--- src/rtl/break_gen_if.sv ---
// Commit/halt bundle between the retiring core (or bench) and break_gen.
interface break_gen_if;
  logic        cmt_valid;
  logic [31:0] cmt_pc;
  logic [31:0] cmt_inst;
  logic [31:0] cmt_a0;
  logic        mem_busy;
  logic        is_break;
  logic [31:0] break_pc;
  logic [31:0] exit_code;
  logic [31:0] inst_cnt;
  logic [31:0] cycle_cnt;

  modport master (
    output cmt_valid, cmt_pc, cmt_inst, cmt_a0, mem_busy,
    input  is_break, break_pc, exit_code, inst_cnt, cycle_cnt
  );

  modport slave (
    input  cmt_valid, cmt_pc, cmt_inst, cmt_a0, mem_busy,
    output is_break, break_pc, exit_code, inst_cnt, cycle_cnt
  );
endinterface

--- src/rtl/break_gen.sv ---
// Simulation halt generator: watches retirements for a break instruction, drains outstanding
// memory traffic for at least DRAIN_MIN cycles, then raises is_break until reset.
// Optional macro BREAK_GEN_TIMEOUT_EN adds an idle-commit watchdog that halts with 32'hDEAD0001.
module break_gen #(
  parameter int unsigned DRAIN_MIN = 4,
  parameter int unsigned TIMEOUT   = 100000
) (
  input logic        clk,
  input logic        reset,
  break_gen_if.slave bus
);

  typedef enum logic [1:0] {StRun, StDrain, StHalt} state_e;

  localparam logic [7:0]  DrainLast = 8'(DRAIN_MIN - 1);
  localparam logic [16:0] BreakOp   = 17'h00054;
  localparam logic [31:0] WdogCode  = 32'hDEAD0001;

  state_e      state_q, state_d;
  logic [7:0]  drain_cnt_q, drain_cnt_d;
  logic [31:0] break_pc_q, break_pc_d;
  logic [31:0] exit_code_q, exit_code_d;
  logic [31:0] inst_cnt_q, inst_cnt_d;
  logic [31:0] cycle_cnt_q, cycle_cnt_d;
  logic        brk_hit;
  logic        wdog_hit;
  logic [31:0] wdog_pc;
  logic        unused_code;

  function automatic logic [31:0] sat_inc(input logic [31:0] v);
    return (v == 32'hFFFFFFFF) ? v : v + 32'd1;
  endfunction

  // The break code field is deliberately ignored.
  assign brk_hit     = bus.cmt_valid && (bus.cmt_inst[31:15] == BreakOp);
  assign unused_code = ^bus.cmt_inst[14:0];

`ifdef BREAK_GEN_TIMEOUT_EN
  logic [31:0] wdog_q, wdog_d;
  logic [31:0] last_pc_q, last_pc_d;

  // Watchdog: idle-commit counter and last retired PC, both only advance in RUN.
  always_comb begin
    wdog_d    = wdog_q;
    last_pc_d = last_pc_q;
    if (state_q == StRun) begin
      if (bus.cmt_valid) begin
        wdog_d    = '0;
        last_pc_d = bus.cmt_pc;
      end else begin
        wdog_d = sat_inc(wdog_q);
      end
    end
  end

  // Watchdog registers.
  always_ff @(posedge clk) begin
    if (!reset) begin
      wdog_q    <= '0;
      last_pc_q <= '0;
    end else begin
      wdog_q    <= wdog_d;
      last_pc_q <= last_pc_d;
    end
  end

  assign wdog_hit = !bus.cmt_valid && (wdog_q == 32'(TIMEOUT - 1));
  assign wdog_pc  = last_pc_q;
`else
  assign wdog_hit = 1'b0;
  assign wdog_pc  = '0;

  // TIMEOUT only matters when the watchdog is built in.
  if (TIMEOUT == 0) begin : g_timeout_unused
  end
`endif

  // State and datapath registers; reset overrides everything, including a same-cycle break.
  always_ff @(posedge clk) begin
    if (!reset) begin
      state_q     <= StRun;
      drain_cnt_q <= '0;
      break_pc_q  <= '0;
      exit_code_q <= '0;
      inst_cnt_q  <= '0;
      cycle_cnt_q <= '0;
    end else begin
      state_q     <= state_d;
      drain_cnt_q <= drain_cnt_d;
      break_pc_q  <= break_pc_d;
      exit_code_q <= exit_code_d;
      inst_cnt_q  <= inst_cnt_d;
      cycle_cnt_q <= cycle_cnt_d;
    end
  end

  // Next-state and counter update.
  always_comb begin
    state_d     = state_q;
    drain_cnt_d = drain_cnt_q;
    break_pc_d  = break_pc_q;
    exit_code_d = exit_code_q;
    inst_cnt_d  = inst_cnt_q;
    cycle_cnt_d = cycle_cnt_q;
    unique case (state_q)
      StRun: begin
        cycle_cnt_d = sat_inc(cycle_cnt_q);
        if (bus.cmt_valid) inst_cnt_d = sat_inc(inst_cnt_q);
        if (brk_hit) begin
          state_d     = StDrain;
          drain_cnt_d = '0;
          break_pc_d  = bus.cmt_pc;
          exit_code_d = bus.cmt_a0;
        end else if (wdog_hit) begin
          state_d     = StDrain;
          drain_cnt_d = '0;
          break_pc_d  = wdog_pc;
          exit_code_d = WdogCode;
        end
      end
      StDrain: begin
        cycle_cnt_d = sat_inc(cycle_cnt_q);
        // Counter parks at its last value while memory is still busy.
        if (drain_cnt_q == DrainLast) begin
          if (!bus.mem_busy) state_d = StHalt;
        end else begin
          drain_cnt_d = drain_cnt_q + 8'd1;
        end
      end
      StHalt: begin
      end
      default: state_d = StRun;
    endcase
  end

  // Outputs come straight from registers.
  always_comb begin
    bus.is_break  = (state_q == StHalt);
    bus.break_pc  = break_pc_q;
    bus.exit_code = exit_code_q;
    bus.inst_cnt  = inst_cnt_q;
    bus.cycle_cnt = cycle_cnt_q;
  end

endmodule

--- src/flat_wrapper.sv ---
// flat-port wrapper written by rule: the top's interface ports become plain ports
module break_gen_flat 
#(
  parameter int unsigned DRAIN_MIN = 4,
  parameter int unsigned TIMEOUT   = 100000
)
  (clk, reset, bus_cmt_valid, bus_cmt_pc, bus_cmt_inst, bus_cmt_a0, bus_mem_busy, bus_is_break, bus_break_pc, bus_exit_code, bus_inst_cnt, bus_cycle_cnt);
  break_gen_if bus_i ();
  input logic clk;
  input logic reset;
  input wire logic [$bits(bus_i.cmt_valid)-1:0] bus_cmt_valid;
  input wire logic [$bits(bus_i.cmt_pc)-1:0] bus_cmt_pc;
  input wire logic [$bits(bus_i.cmt_inst)-1:0] bus_cmt_inst;
  input wire logic [$bits(bus_i.cmt_a0)-1:0] bus_cmt_a0;
  input wire logic [$bits(bus_i.mem_busy)-1:0] bus_mem_busy;
  output wire logic [$bits(bus_i.is_break)-1:0] bus_is_break;
  output wire logic [$bits(bus_i.break_pc)-1:0] bus_break_pc;
  output wire logic [$bits(bus_i.exit_code)-1:0] bus_exit_code;
  output wire logic [$bits(bus_i.inst_cnt)-1:0] bus_inst_cnt;
  output wire logic [$bits(bus_i.cycle_cnt)-1:0] bus_cycle_cnt;
  assign bus_i.cmt_valid = bus_cmt_valid;
  assign bus_i.cmt_pc = bus_cmt_pc;
  assign bus_i.cmt_inst = bus_cmt_inst;
  assign bus_i.cmt_a0 = bus_cmt_a0;
  assign bus_i.mem_busy = bus_mem_busy;
  assign bus_is_break = bus_i.is_break;
  assign bus_break_pc = bus_i.break_pc;
  assign bus_exit_code = bus_i.exit_code;
  assign bus_inst_cnt = bus_i.inst_cnt;
  assign bus_cycle_cnt = bus_i.cycle_cnt;
  break_gen #(.DRAIN_MIN(DRAIN_MIN), .TIMEOUT(TIMEOUT)) u_core (.clk(clk), .reset(reset), .bus(bus_i));
endmodule
--- config.mk ---
export PLATFORM = sky130hd
export DESIGN_NAME = break_gen_flat
export DESIGN_NICKNAME = d
export VERILOG_FILES = /design/src/rtl/break_gen_if.sv /design/src/rtl/break_gen.sv /design/src/flat_wrapper.sv
export SDC_FILE = /design/constraint.sdc
export NUM_CORES = 1
export LEC_CHECK = 0
export ABC_AREA = 1
export BUFFER_PORTS_ARGS = -buffer_cell sky130_fd_sc_hd__buf_2
export CORE_MARGIN = 10
export CORE_UTILIZATION = 35
export CTS_CLUSTER_DIAMETER = 80
export DETAILED_ROUTE_END_ITERATION = 10
export HOLD_SLACK_MARGIN = 0.08
export PLACE_DENSITY = 0.59
export SLEW_MARGIN = 10
export SYNTH_ARGS = -nofsm -noshare
export SYNTH_HDL_FRONTEND = slang
export SYNTH_SLANG_ARGS = --single-unit
--- constraint.sdc ---
create_clock -name clk -period 1.75 [get_ports clk]
set_clock_uncertainty 0.15 [all_clocks]
set_input_delay 0.175 -clock clk [delete_from_list [all_inputs] [get_ports clk]]
set_output_delay 0.175 -clock clk [all_outputs]
set_load 0.02 [all_outputs]
## Word-level counts from Yosys, hierarchy flattened

Index checks and enable logic that the tools add are counted.

| operators by class | value |
|---|---|
| $add $sub $neg | 3 |
| equal/unequal tests | 10 |
| muxes and demuxes | 7 |
| bitwise operators | 3 |
| reduce and logical (&&, ||, !) cells | 9 |

Operators by type and width:

| kind | count |
|---|---|
| adder 32 x 1 -> 32 bit, second input constant | 2 |
| == test 32 bit, second input constant | 2 |
| == test 17 x 7 -> 1 bit, second input constant | 1 |
| two-way mux 8 bit | 2 |
| case mux 8 bit (2 select lines) | 1 |
| adder 8 x 1 -> 8 bit, second input constant | 1 |
| == test 8 x 2 -> 1 bit, second input constant | 1 |
| two-way mux 2 bit | 3 |
| case mux 2 bit (3 select lines) | 1 |
| AND reduction 3 bit | 2 |
| inequality test 2 x 1 -> 1 bit, second input constant | 2 |
| inequality test 2 bit, second input constant | 2 |
| AND reduction 2 bit | 2 |
| AND reduction 4 bit | 1 |
| inverter 1 bit | 3 |
| == test 2 x 1 -> 1 bit, second input constant | 1 |
| == test 2 bit, second input constant | 1 |
| zero test 2 bit | 1 |
| nonzero test 2 bit | 1 |
| OR reduction 2 bit | 1 |
| logical AND 1 bit | 1 |

| word-level totals | value |
|---|---|
| flip-flop bits (word level) | 138 |
| input bits | 100 |

## Longest topological paths before layout

Gate-level depths: netlist of the first run.

| depth | value |
|---|---|
| depth after elaboration | 4 |
| gate-level depth with buffers | 12 |
| gate-level depth less buffers | 11 |

## Worst setup path after synthesis of the first run

OpenSTA, ideal clock, no wires.

| path | value |
|---|---|
| path kind | register to register |
| start | register u_core.cycle_cnt_q[0] (netlist: u_core.bus.cycle_cnt[0]) |
| end | register u_core.cycle_cnt_q[30] (netlist: u_core.bus.cycle_cnt[30]) |
| library setup time | 132 ps |
| arrival | 1,736 ps |
| setup slack | -268 ps |
| stages on the path, launching flop included | 13 |
| period minus slack after synthesis | 2,018 ps |
| cells stage by stage | dfxtp_1 > ha_1 > nand3_1 > inv_2 > nand2_4 > nor2_4 > nand2_4 > nand2_8 > inv_2 > buf_6 > buf_6 > nand2_1 > a21oi_1 |

| between the ends | value |
|---|---|
| longest elaborated chain between the ends | 3 |
| elaborated cells between the ends (all ways) | 4 |
| those cells by class | add/sub: 1; eq/ne: 1; bitwise: 1; reduce/logical: 1 |

Ends and longest elaborated chain:

| what | line | RTL |
|---|---|---|
| from (decl) | break_gen.sv:24 | `logic [31:0] cycle_cnt_q, cycle_cnt_d;` |
| from (signal assigned) | break_gen.sv:93 | `cycle_cnt_q <= cycle_cnt_d;` |
| parallel branches: the longest is 3 deep, another holds adder 32 x 1 -> 32 bit | - |  |

Several ways; the timed one is not identified.
A chain may end at the register's enable or synchronous reset.

## Worst setup path in the final report of the first run

| path | value |
|---|---|
| start | register u_core.inst_cnt_q[14] (netlist: u_core.bus.inst_cnt[14]) |
| end | register u_core.inst_cnt_q[10] (netlist: u_core.bus.inst_cnt[10]) |

| between the ends | value |
|---|---|
| longest elaborated chain between the ends | 3 |

Ends and longest elaborated chain:

| what | line | RTL |
|---|---|---|
| from (decl) | break_gen.sv:23 | `logic [31:0] inst_cnt_q, inst_cnt_d;` |
| from (signal assigned) | break_gen.sv:92 | `inst_cnt_q <= inst_cnt_d;` |
| == test 32 bit | break_gen.sv:31 | `return (v == 32'hFFFFFFFF) ? v : v + 32'd1;` |
| inverter 1 bit (no source line) | - |  |
| AND reduction 3 bit (no source line) | - |  |

Every way passes these cells.

==> results of run 1 <==
power groups by stage:
stage	logic (mW)	clock network (mW)	registers (mW)
floorplan	0.107	0	3.25
global placement	0.290	0	3.24
detailed placement	0.293	0	3.24
CTS	0.409	3.92	3.16
global route	0.475	4.04	3.16
finish	0.436	3.83	3.16
metal layers:
layer  up-vias  share of wire [%]
met5         -                  0
met4         0               0.99
met3        19                8.8
met2       194                 46
met1      3575                 44
li1       4084                  -
synth_stat cells:
| master | n | area share [%] |
|---|---|---|
| sky130_fd_sc_hd__buf_4 | 2 | 0.21 |
| sky130_fd_sc_hd__or2_1 | 1 | 0.088 |
| sky130_fd_sc_hd__clkbuf_1 | 16 | 0.85 |
| sky130_fd_sc_hd__buf_2 | 9 | 0.64 |
| sky130_fd_sc_hd__nand3_2 | 1 | 0.14 |
| sky130_fd_sc_hd__o21ai_0 | 20 | 1.4 |
| sky130_fd_sc_hd__nor2_2 | 5 | 0.44 |
| sky130_fd_sc_hd__a21oi_1 | 121 | 8.5 |
| sky130_fd_sc_hd__and2_1 | 1 | 0.088 |
| sky130_fd_sc_hd__nand2_2 | 4 | 0.35 |
| sky130_fd_sc_hd__nand3b_1 | 24 | 2.5 |
| sky130_fd_sc_hd__nand2_4 | 3 | 0.48 |
| sky130_fd_sc_hd__nor3b_1 | 1 | 0.11 |
| sky130_fd_sc_hd__nand4_1 | 15 | 1.3 |
| sky130_fd_sc_hd__dfxtp_1 | 138 | 39 |
| sky130_fd_sc_hd__buf_6 | 7 | 1.1 |
| sky130_fd_sc_hd__o211ai_1 | 1 | 0.11 |
| sky130_fd_sc_hd__buf_1 | 7 | 0.37 |
| sky130_fd_sc_hd__inv_1 | 113 | 6.0 |
| sky130_fd_sc_hd__ha_1 | 3 | 0.53 |
| sky130_fd_sc_hd__o21a_1 | 56 | 5.9 |
| sky130_fd_sc_hd__inv_2 | 4 | 0.21 |
| sky130_fd_sc_hd__or2_2 | 1 | 0.088 |
| sky130_fd_sc_hd__nand2_1 | 291 | 15 |
| sky130_fd_sc_hd__nand3_1 | 42 | 3.0 |
| sky130_fd_sc_hd__nor3_1 | 3 | 0.21 |
| sky130_fd_sc_hd__nor2_1 | 124 | 6.6 |
| sky130_fd_sc_hd__xnor2_1 | 14 | 1.7 |
| sky130_fd_sc_hd__xor2_1 | 11 | 1.4 |
| sky130_fd_sc_hd__o21bai_1 | 2 | 0.21 |
| sky130_fd_sc_hd__nand2_8 | 1 | 0.28 |
| sky130_fd_sc_hd__clkinv_1 | 1 | 0.053 |
| sky130_fd_sc_hd__nor2_4 | 4 | 0.64 |
path summary, 6_finish.rpt:
path	from	end	cells after the start
worst max-delay path	u_core.bus.inst_cnt[14]$_SDFFE_PN0P_	u_core.bus.inst_cnt[10]$_SDFFE_PN0P_	9
worst max register to register	u_core.bus.inst_cnt[14]$_SDFFE_PN0P_	u_core.bus.inst_cnt[10]$_SDFFE_PN0P_	9
worst min-delay path	bus_cmt_inst[18]	u_core.bus.exit_code[5]$_SDFFE_PN0P_	7
worst min register to register	u_core.bus.exit_code[16]$_SDFFE_PN0P_	u_core.bus.exit_code[16]$_SDFFE_PN0P_	2
per-stage QoR:
step | power (mW) | setup TNS [ns]
final | 7.43 | 0
after global routing | 7.67 | -0.410
after CTS | 7.49 | 0
after detailed placement | 3.53 | -0.583
after global placement | 3.53 | -0.0426
after floorplan | 3.36 | -0.227
cell families (layout without fill, tap and decap cells):
family,after synthesis,after routing,share of synthesized area (%)
fa+ha+maj,3,3,0.530
flops,138,138,39.0
compound gates,200,200,16.2
buf+inv,159,545,9.43
xor+xnor,25,25,3.09
simple gates,521,521,31.7
sequential cells by signal (all words and copies together) (netlist names):
register              count
u_core.drain_cnt_q        8
u_core.bus.cycle_cnt     32
u_core.bus.break_pc      32
u_core.state_q            2
u_core.bus.exit_code     32
u_core.bus.inst_cnt      32
worst max-delay path, stage by stage, from the launching register on:
cell and delay [ns]:
sky130_fd_sc_hd__dfxtp_1 0.37, sky130_fd_sc_hd__nand2_2 0.09, sky130_fd_sc_hd__nor2_2 0.16, sky130_fd_sc_hd__nand2_2 0.09, sky130_fd_sc_hd__nor2_4 0.16, sky130_fd_sc_hd__nand3_4 0.15
sky130_fd_sc_hd__nand2_8 0.14, sky130_fd_sc_hd__buf_6 0.13, sky130_fd_sc_hd__nand2_1 0.05, sky130_fd_sc_hd__a21oi_1 0.14
layout make-up:
cell class / instances / area (um2)
Timing Repair Buffer: 395 / 2700
Multi-Input combinational cell: 749 / 3940
Inverter: 118 / 449
Clock inverter: 14 / 176
Fill cell: 1803 / 8860
Clock buffer: 18 / 439
Tap cell: 265 / 332
Sequential cell: 138 / 2830
timing repair:
action                                  CTS  global route
gates cloned                              0             1
hold endpoints to repair                 66             0
resized for setup                         2            94
buffers inserted                          0             3
endpoints found under the setup margin   31           114
hold buffers                             66             0
pin swaps                                 0            14
==> impl.org, run 1 <==
** Clock tree
- Cell at the root of the clock tree :: sky130_fd_sc_hd__clkbuf_16
- Clock tree from TritonCTS :: built
- In this run the deepest clock path goes through 2 buffers.
- Clock latency reported for the late side of the worst-skew pair :: roughly 0.42 ns
- Clock-pin slew was measured on the worst setup and hold paths at about 0.070 ns.
- TritonCTS Buffers :: 17
- H-tree lvl count :: 4
- The clock net in this run drives a total of between 100 and 150 sinks.

** Final layout
- Most frequent standard cell in the layout excluding fill and tap cells :: sky130_fd_sc_hd__nand2_1
- ANT cells :: 0
- In the layout the commonest cells are sky130_fd_sc_hd__nand2_1, sky130_fd_sc_hd__buf_2, sky130_fd_sc_hd__inv_1, sky130_fd_sc_hd__buf_4, sky130_fd_sc_hd__a21oi_1.
- The post-route netlist has about a third of its cells at a drive strength greater than 1.
- Fin area :: between 10000 and 15000 um2
- In the final design database the tool counted around 1500 nets.
- Final instance count without filler cells :: between 1500 and 2000
- Cells fill about 55% of the core in the end.
- From synthesis to final layout, the design area changed by 53.3%.

** Die
- Die Wd :: 162 um
- Y dimension of the die :: 162 um
- The floorplan step defined a core boundary enclosing just under 20000 um2.
- For this configuration, the core starts out at a cell density of 35.9%.
- ~230 I/O pins were placed.
- Die area :: 26300 um2
- Row count :: 51

** Logic synthesis
- The Yosys step of the flow raised 0 warnings.
- Sequential element share of the synthesized area :: around 40%
- Each instance of the synthesized netlist takes up on average between 6 and 7 um2.
- Synthesis produced a netlist with a net count of about 1100.
- After synthesis the netlist holds a flip-flop and latch count of 138.
- Cell Area, Synth :: ~7100 um2
- Number of cells produced by synthesis :: around 1000
- Count of different cell masters after synthesis :: 33

** STA
- Final Cycle Share :: 97.3%
- Final Critical Period :: ~1.7 ns
- Final setup violation count :: 0
- Unrepaired setup endpoints after global routing :: yes
- Worst-margin pin slew :: 0.387 ns
- Based on the critical path, the design can be clocked at up to a little under 600 MHz.
- Hold Violations, Final :: 0
- The final max-slew violation count was 0.
- Across all setup checks in the final design, the least slack found is 0.0464 ns.
- The tightest hold path in the finished design has a slack of ~0.21 ns.
- In this run the tightest slew margin relative to its limit is about 74%.

** Place
- Worst slack after detailed placement :: -0.0445 ns
- Summing all placed instances gives a cell area of a little over 9000 um2.
- Summed over all nets, the half-perimeter wirelength after detailed placement is approximately 17000 um.
- Input and output buffers added on the ports amount to between 200 and 250.
- Including well taps, the total number of placed cells is 1595.
- The congestion estimate from routability-driven global placement came to about 0.86.

** Power
- Sequential Power Share :: a little over two fifths
- Of the total power, combinational logic draws 5.9%.
- The analysis attributes to net switching a power of around 1.8 mW.
- Power Density :: about 700 nW/um2
- Cell internal power was estimated by the tool at 5.59 mW.
- Summed over all cells, the static leakage comes to about 4.6 nW.
- The worst-case IR drop observed on VDD is 0.000634 V.
- Fraction of power consumed by the clock network :: between 50% and 60%
- Net switching is 24.7% of the power.

** Setup path
- Capturing element type of the critical path :: flop
- Required time at the worst-slack endpoint :: around 2.0 ns
- Setup slack of the most critical reg-to-reg path :: 0.05 ns
- Maximum fanout along the worst path :: 6
- The worst setup path is launched from a flop.
- Kind of critical path :: reg2reg
- STA puts the critical path data arrival time at between 1.5 and 2 ns.

** Global route
- For met3 alone, demand over resource in global routing was 7.74%.
- Via count of the first global-routing pass :: a little under 8000
- Global routing consumed, on the met2 layer, 28.8% of the routing resources.
- Entering global routing, the biggest net connects 65 pins.
- The initial antenna violation count was 0.
- All-layer global routing usage :: between 10% and 20%
- Total global routing overflow :: 0
- The first global-routing pass estimated roughly 39000 um of wire.
- Gr busiest metal :: met2
- Grt met1 use :: a little over a fifth

** Hold path
- The path class of the tightest hold or removal check is in2reg.

** Routing
- Via count :: just under 8000
- In the routed design, unresolved DRC markers number 0.
- Using the TritonRoute via totals, the vias-per-cell ratio works out to ~4.6.
- Summed over all layers, the routed wires come to about 24000 um.
- The first detailed-routing pass took 4 iterations.
- DRC marker count from the first detailed-route iteration :: around 430
- In the final routed layout, each cell accounts on average for ~14 um.
- Remaining number of nets flagged by the antenna check after routing :: 0

** Job
- Max Cap Viol :: 0

** Status
- The flow ran to the end, and the final reports show no timing, DRC or antenna violations.
Note: power is estimated with default switching activity, not from simulation.
==> run 2, diff against run 1 <==
Settings changed: PLACE_DENSITY 0.59 to unset.
==> run 2 against run 1 <==
  * Flip-flop and latch count unchanged
  * Cell area up 1.2%
  * Sequential share of layout area fell by 0.21 points
  * Utilization up 0.65 points
  * Count of clock-buffer cells in the layout grew 1
  * Die area is the same
  * Combinational power grew 6.4%
  * Global-route usage rose by 0.17 points
  * Critical path depth rose by 1
  * Maximum frequency is 1.4% lower
  * Critical endpoint is now u_core.bus.inst_cnt[27]$_SDFFE_PN0P_
  * Largest cell class unchanged
  * Highest routed layer unchanged
==> impl.org, run 2 (same netlist as run 1, synthesis figures left out) <==
** Status
- Run status :: complete, no violations

** Routing
- Highest metal layer with signal wires :: met4
- Met1 WL :: approximately 11000 um
- Drt first pass iters :: 5
- Sum of met2 wire segment lengths after detailed routing :: around 12000 um
- In this run the remaining antenna-violating nets after routing total 0.
- Met3 WL :: 2020 um
- The first routing iteration left between 300 and 400 violations.
- In the routed layout, each cell is associated on average with a via count of 4.68.
- The routed layout has 7939 vias.
- After detailed routing, the number of remaining DRC violations is 0.
- After detailed routing, the total wire length is 24700 um.
- Wirelength per Cell :: 14.6 um

** Clock tree
- Longest Clk Path Bufs :: 2
- Clock latency on the worst-skew pair, taken at its later pin, is about 0.42 ns.
- The tree is rooted in a sky130_fd_sc_hd__clkbuf_16.
- Clock-pin slew was measured on the worst setup and hold paths at about 0.07 ns.
- Number of clock sinks seen by CTS :: between 100 and 150
- Buffers inserted during clock tree synthesis total 17.
- The H-tree generated during clock tree synthesis spans 4 levels.
- TritonCTS built the clock tree.

** Global route
- Wire length of the first global-routing pass :: slightly below 40000 um
- All-layer global routing usage :: 18.2%
- Total global routing overflow :: 0
- Entering global routing, the biggest net connects 52 pins.
- The initial antenna violation count is 1.
- Via count of the first global-routing pass :: 7716

** Power
- Power comes to 7.25 mW.
- For this design the ratio of total power to cell area is approximately 660 nW/um2.
- The analysis attributes to cell leakage a power of about 4.7 nW.
- IR drop worst, VDD :: between 0.0006 and 0.0007 V

** Final layout
- Top library cells by usage in the layout, fill and taps aside :: sky130_fd_sc_hd__nand2_1, sky130_fd_sc_hd__buf_2, sky130_fd_sc_hd__inv_1, sky130_fd_sc_hd__nor2_1, sky130_fd_sc_hd__dfxtp_1
- Cells fill 55.7% of the core in the end.
- Cells with a size suffix above 1 make up between 30% and 40% of the layout.
- After the last flow step, the layout net total stands at roughly 1500.
- Most frequent standard cell in the layout excluding fill and tap cells :: sky130_fd_sc_hd__nand2_1
- The area growth from synthesis to layout is 55.1%.
- Fin area :: 11000 um2

** Place
- At the end of routability-driven placement, the weighted congestion stood at between 0.8 and 0.9.
- Worst slack after detailed placement :: -0.0798 ns
- Cell area reported after detailed placement :: 9250 um2
- During placement, the flow inserted port buffers numbering between 200 and 250.
- The HPWL after detailed placement is roughly 17000 um.

** STA
- The tightest hold path in the finished design has a slack of ~0.1 ns.
- Setup repair after global routing could not meet its margin everywhere.
- For the pin with the worst max-slew slack, the measured transition is ~0.36 ns.
- Timing would allow up to roughly 580 MHz.
- The worst path uses 98.7% of the clock period.
- Final setup violation count :: 0
- Crit path setup slack, layout :: 0.0227 ns
- Final Critical Period :: 1.73 ns
- The final max-slew violation count is 0.
- Max-slew headroom :: around 76%
- Hold Violations, Final :: 0

** Setup path
- The worst setup path is captured at a flop.
- Type of origin of the critical path :: flop
- Maximum fanout along the worst path :: 7
- Required time at the worst-slack endpoint :: about 1.9 ns
- CP Cell Sequence :: ha_4 -> inv_2 -> nor2_4 -> nand2_2 -> nor2_4 -> nand3_4 -> nand2_8 -> clkbuf_16 -> nand2_2 -> a21oi_1
- R2R cell count :: 10
- Kind of critical path :: reg2reg
- The largest single stage delay on the critical path is 0.37 ns.
- The slowest stage of the critical path is the sky130_fd_sc_hd__dfxtp_4 cell.
- For the worst setup path, the data arrival time is 1.92 ns.

** Die
- approximately 230 I/O pins were placed.
- Y dimension of the die :: roughly 160 um
- Die area :: about 26000 um2
- From left edge to right edge, the die measures 162 um.
- Placeable core region :: around 20000 um2
- For this configuration, the core starts out at a cell density of 35.9%.
- Row count :: between 50 and 60

** Hold path
- The worst hold path belongs to the class in2reg.
- Hold Path Depth :: 4

** Job
- Max Cap Viol :: 0
## run 2: cell count changes in the layout (fill, tap and decap cells not counted), sizes merged
cell / before / now
bufinv: 2 / 1
diode: 0 / 1
buf: 329 / 327
clkinvlp: 1 / 3
dlygate4sd3: 66 / 65
clkinv: 3 / 4
inv: 126 / 123
clkbuf: 18 / 22
## run 2: worst max-delay path: cells and delay by family (launching register included)
kind                     cells  cell delay [ns]
AO/OA/AOI/OAI                1             0.10
AND/OR/NAND/NOR              6             0.67
flip-flops                   1             0.37
buffers and inverters        2             0.22
adder cells (fa/ha/maj)      1             0.13
## run 2: repair_timing
item | CTS | global route
hold endpoints to repair | 66 | 0
hold buffers | 65 | 0
gates cloned | 0 | 3
buffers inserted | 1 | 7
gates resized for setup | 5 | 100
pin swaps | 2 | 26
endpoints found under the setup margin | 84 | 123
## run 2: area by class of cell
type / instances / area [um2]
Inverter: 118 / 454
Fill cell: 1820 / 8730
Multi-Input combinational cell: 749 / 3970
Timing Repair Buffer: 395 / 2810
Antenna cell: 1 / 2.50
Clock buffer: 19 / 453
Tap cell: 265 / 332
Clock inverter: 13 / 134
Sequential cell: 138 / 2840
## run 2: stage by stage
stage          cells  TNS, ns
2_1_floorplan   1046   -0.227
3_3_place_gp    1589    -2.20
3_5_place_dp    1589    -2.91
4_1_cts         1687        0
5_1_grt         1698   -0.338
6_report        1698        0
## run 2: worst paths after layout
kind	slack, ns	from	endpoint
max	0.02	u_core.bus.inst_cnt[1]$_SDFFE_PN0P_	u_core.bus.inst_cnt[27]$_SDFFE_PN0P_
min	0.1	reset	u_core.bus.exit_code[25]$_SDFFE_PN0P_
max reg2reg	0.02	u_core.bus.inst_cnt[1]$_SDFFE_PN0P_	u_core.bus.inst_cnt[27]$_SDFFE_PN0P_
min reg2reg	0.29	u_core.bus.exit_code[16]$_SDFFE_PN0P_	u_core.bus.exit_code[16]$_SDFFE_PN0P_
## run 2: layer usage
layer | vias up | track usage (%)
li1 | 4089 | -
met1 | 3589 | 21.7
met2 | 233 | 29.5
met3 | 28 | 7.13
met4 | 0 | 5.25
met5 | - | 0
## run 2: where the power goes
part / leakage, nW / total [mW] / internal, mW / switching (mW)
combinational: 3.28 / 0.464 / 0.253 / 0.212
clock: 0.280 / 3.63 / 2.07 / 1.55
sequential: 1.13 / 3.16 / 3.14 / 0.0146
==> run 3, diff against run 2 <==
Settings changed: BUFFER_PORTS_ARGS -buffer_cell sky130_fd_sc_hd__buf_2 to unset, DONT_BUFFER_PORTS set to 1.
==> run 3 against run 2 <==
  * Global-route usage is 0.75 points lower
  * Utilization is 4.1 points lower
  * Final cell count is 11% lower
  * Largest power group unchanged
  * Sequential share of layout area is 2.0 points higher
  * Sequential power hardly changed
  * Via count is 8.5% lower
  * Clock power is 5.8% higher
  * Count of clock-buffer cells in the layout is 2 lower
==> impl.org, run 3 (same netlist as run 1, synthesis figures left out) <==
** Status
- The flow ran to the end, and the final reports show no timing, DRC or antenna violations.

** Setup path
- STA classifies the critical path endpoint as a flop.
- At the worst endpoint, the required time is between 1.5 and 2 ns.
- The worst setup path is launched from a flop.
- Kind of critical path :: reg2reg
- Data arrival at the endpoint of the critical path :: between 1.5 and 2 ns
- Of all nets on the critical path, the largest fanout is 7.

** Global route
- Total global routing overflow :: 0
- The via count of the first global-routing pass came to 7043.
- All-layer global routing usage :: about 17%
- The first global-routing pass estimated roughly 37000 um of wire.
- Entering global routing, the biggest net connects between 50 and 60 pins.
- The initial antenna violation count came to 3.

** Final layout
- Top library cells by usage in the layout, fill and taps aside :: sky130_fd_sc_hd__nand2_1, sky130_fd_sc_hd__buf_4, sky130_fd_sc_hd__inv_1, sky130_fd_sc_hd__dfxtp_1, sky130_fd_sc_hd__a21oi_1
- The filler cells instantiated in the layout total between 1500 and 2000.
- Once layout is complete, the cells apart from fillers number about 1500.
- Compared with the post-synthesis result, the final layout area differs by 43.7%.
- The final layout contains around 1300 nets.
- In the final layout, the share of cells above drive strength 1 is between 20% and 30%.
- The multi-input combinational cells in the finished layout cover a total of 3990 um2.
- Most frequent standard cell in the layout excluding fill and tap cells :: sky130_fd_sc_hd__nand2_1
- The sequential cells in the finished layout cover a total of about 2800 um2.

** Die
- In this run the standard cell core region covers 19700 um2.
- Measured along the y axis, the die boundary spans 162 um.
- Row generation in the floorplan step produced 51 rows.
- Die Wd :: approximately 160 um
- The die covers between 20000 and 30000 um2.
- Initial Utilization :: a little over a third
- Ports :: approximately 230

** STA
- Unrepaired setup endpoints after global routing :: yes
- Setup violations remaining at the end of the flow were counted as 0.
- Based on the critical path, the design can be clocked at up to approximately 570 MHz.
- After layout, the worst path uses 99.5% of the clock period.
- The final max-slew violation count was 0.
- Hold Violations, Final :: 0
- In this run the tightest slew margin relative to its limit is ~76%.
- Hold slack :: approximately 0.25 ns
- At the pin with the least slew margin, the transition time is 0.357 ns.
- Counting I/O delays and the setup requirement, the final critical path takes approximately 1.7 ns.

** Clock tree
- H-tree lvl count :: 4
- Clock-pin slew was measured on the worst setup and hold paths at 0.07 ns.
- Counting along the longest clock path gives a buffer depth of 2.
- TritonCTS Buffers :: 17
- Clock latency reported for the late side of the worst-skew pair :: ~0.43 ns
- Clock tree synthesis found a total of between 100 and 150 sinks.
- The tree is rooted in a sky130_fd_sc_hd__clkbuf_16.
- TritonCTS built the clock tree.

** Routing
- Drt drc :: 0
- Detailed routing inserted a total of 7268 vias.
- Wirelength per Cell :: 16.2 um
- Using the TritonRoute via totals, the vias-per-cell ratio works out to around 4.8.
- In this run, the number of DRC markers left after iteration 0 of detailed routing was approximately 390.
- The first detailed-routing pass took 5 iterations.
- Remaining number of nets flagged by the antenna check after routing :: 0
- The routed design has around 25000 um of wire.

** Place
- The wire-length estimate of the detail-placed layout is 16800 um.
- The congestion estimate from routability-driven global placement came to 0.879.
- Port-buffer cells :: 0
- After detailed placement, the design holds a cell count of between 1000 and 1500.

** Power
- VDD sags by at most ~0.00056 V.
- In this run the power density over the cells is between 700 and 800 nW/um2.
- For this design the static power due to leakage is ~3.8 nW.
- Final Total Pwr :: 7.37 mW

** Hold path
- Path type of the worst min-delay path :: in2reg

** Job
- Max Cap Viol :: 0
run 3: cell count changes in the layout (fill, tap and decap cells not counted), sizes merged:
cell and delta:
bufinv +2, diode +3, buf -196, clkbuf +1
inv +1, dlygate4sd3 +2, clkinv -2
run 3: through the flow:
stage / utilization (%) / worst slack (ns) / cell area [um2] / setup TNS [ns]
4_1_cts: 48.9 / 0.00600 / 9650 / 0
5_1_grt: 51.6 / -0.107 / 10200 / -0.895
3_5_place_dp: 42.2 / -0.0486 / 8330 / -0.734
6_report: 51.6 / 0.00815 / 10200 / 0
2_1_floorplan: - / -0.0252 / 7170 / -0.227
3_3_place_gp: 42.2 / -0.00567 / 8330 / -0.00755
run 3: worst paths after layout:
check | from | endpoint | slack (ns) | cells past startpoint
setup / recovery | u_core.state_q[0]$_SDFFE_PN0P_ | u_core.bus.break_pc[29]$_SDFFE_PN0P_ | 0.008 | 8
hold / removal | bus_cmt_inst[21] | u_core.bus.exit_code[0]$_SDFFE_PN0P_ | 0.25 | 6
setup reg to reg | u_core.state_q[0]$_SDFFE_PN0P_ | u_core.bus.break_pc[29]$_SDFFE_PN0P_ | 0.008 | 8
hold reg to reg | u_core.bus.cycle_cnt[12]$_SDFFE_PN0P_ | u_core.bus.cycle_cnt[12]$_SDFFE_PN0P_ | 0.35 | 2
run 3: per-layer routing:
metal,vias up,GRT usage [%],share of wire (%)
li1,3695,-,-
met1,3291,20.3,41
met2,253,28.0,47
met5,-,0,0
met3,29,7.86,9.7
met4,0,5.25,1.9
run 3: worst max-delay path, cell delays in order (launching register included):
cell and delay (ns):
sky130_fd_sc_hd__dfxtp_1 0.32, sky130_fd_sc_hd__inv_2 0.08, sky130_fd_sc_hd__nand3_4 0.09, sky130_fd_sc_hd__nor3_4 0.20
sky130_fd_sc_hd__nand3_4 0.15, sky130_fd_sc_hd__buf_12 0.19, sky130_fd_sc_hd__buf_4 0.16, sky130_fd_sc_hd__a21oi_1 0.18
sky130_fd_sc_hd__o21a_1 0.16
run 3: final cells by class:
type / instances / area share (%)
Multi-Input combinational cell: 749 / 39.2
Sequential cell: 138 / 27.8
Timing Repair Buffer: 204 / 19.3
Inverter: 118 / 4.47
Clock buffer: 17 / 4.18
Tap cell: 265 / 3.26
Clock inverter: 14 / 1.81
Antenna cell: 4 / 0.0983
run 3: power breakdown:
part	total, mW	switching, mW	internal, mW
combinational	0.372	0.187	0.185
clock	3.84	1.57	2.28
sequential	3.16	0.0117	3.15
run 3: timing repair:
item / 4_1_cts / 5_1_grt
hold buffers: 68 / 0
cloned: 0 / 7
setup endpoints to repair: 34 / 97
gates resized for setup: 5 / 101
setup buffers: 0 / 4
pin swaps: 0 / 15
endpoints found under the hold margin: 137 / 0
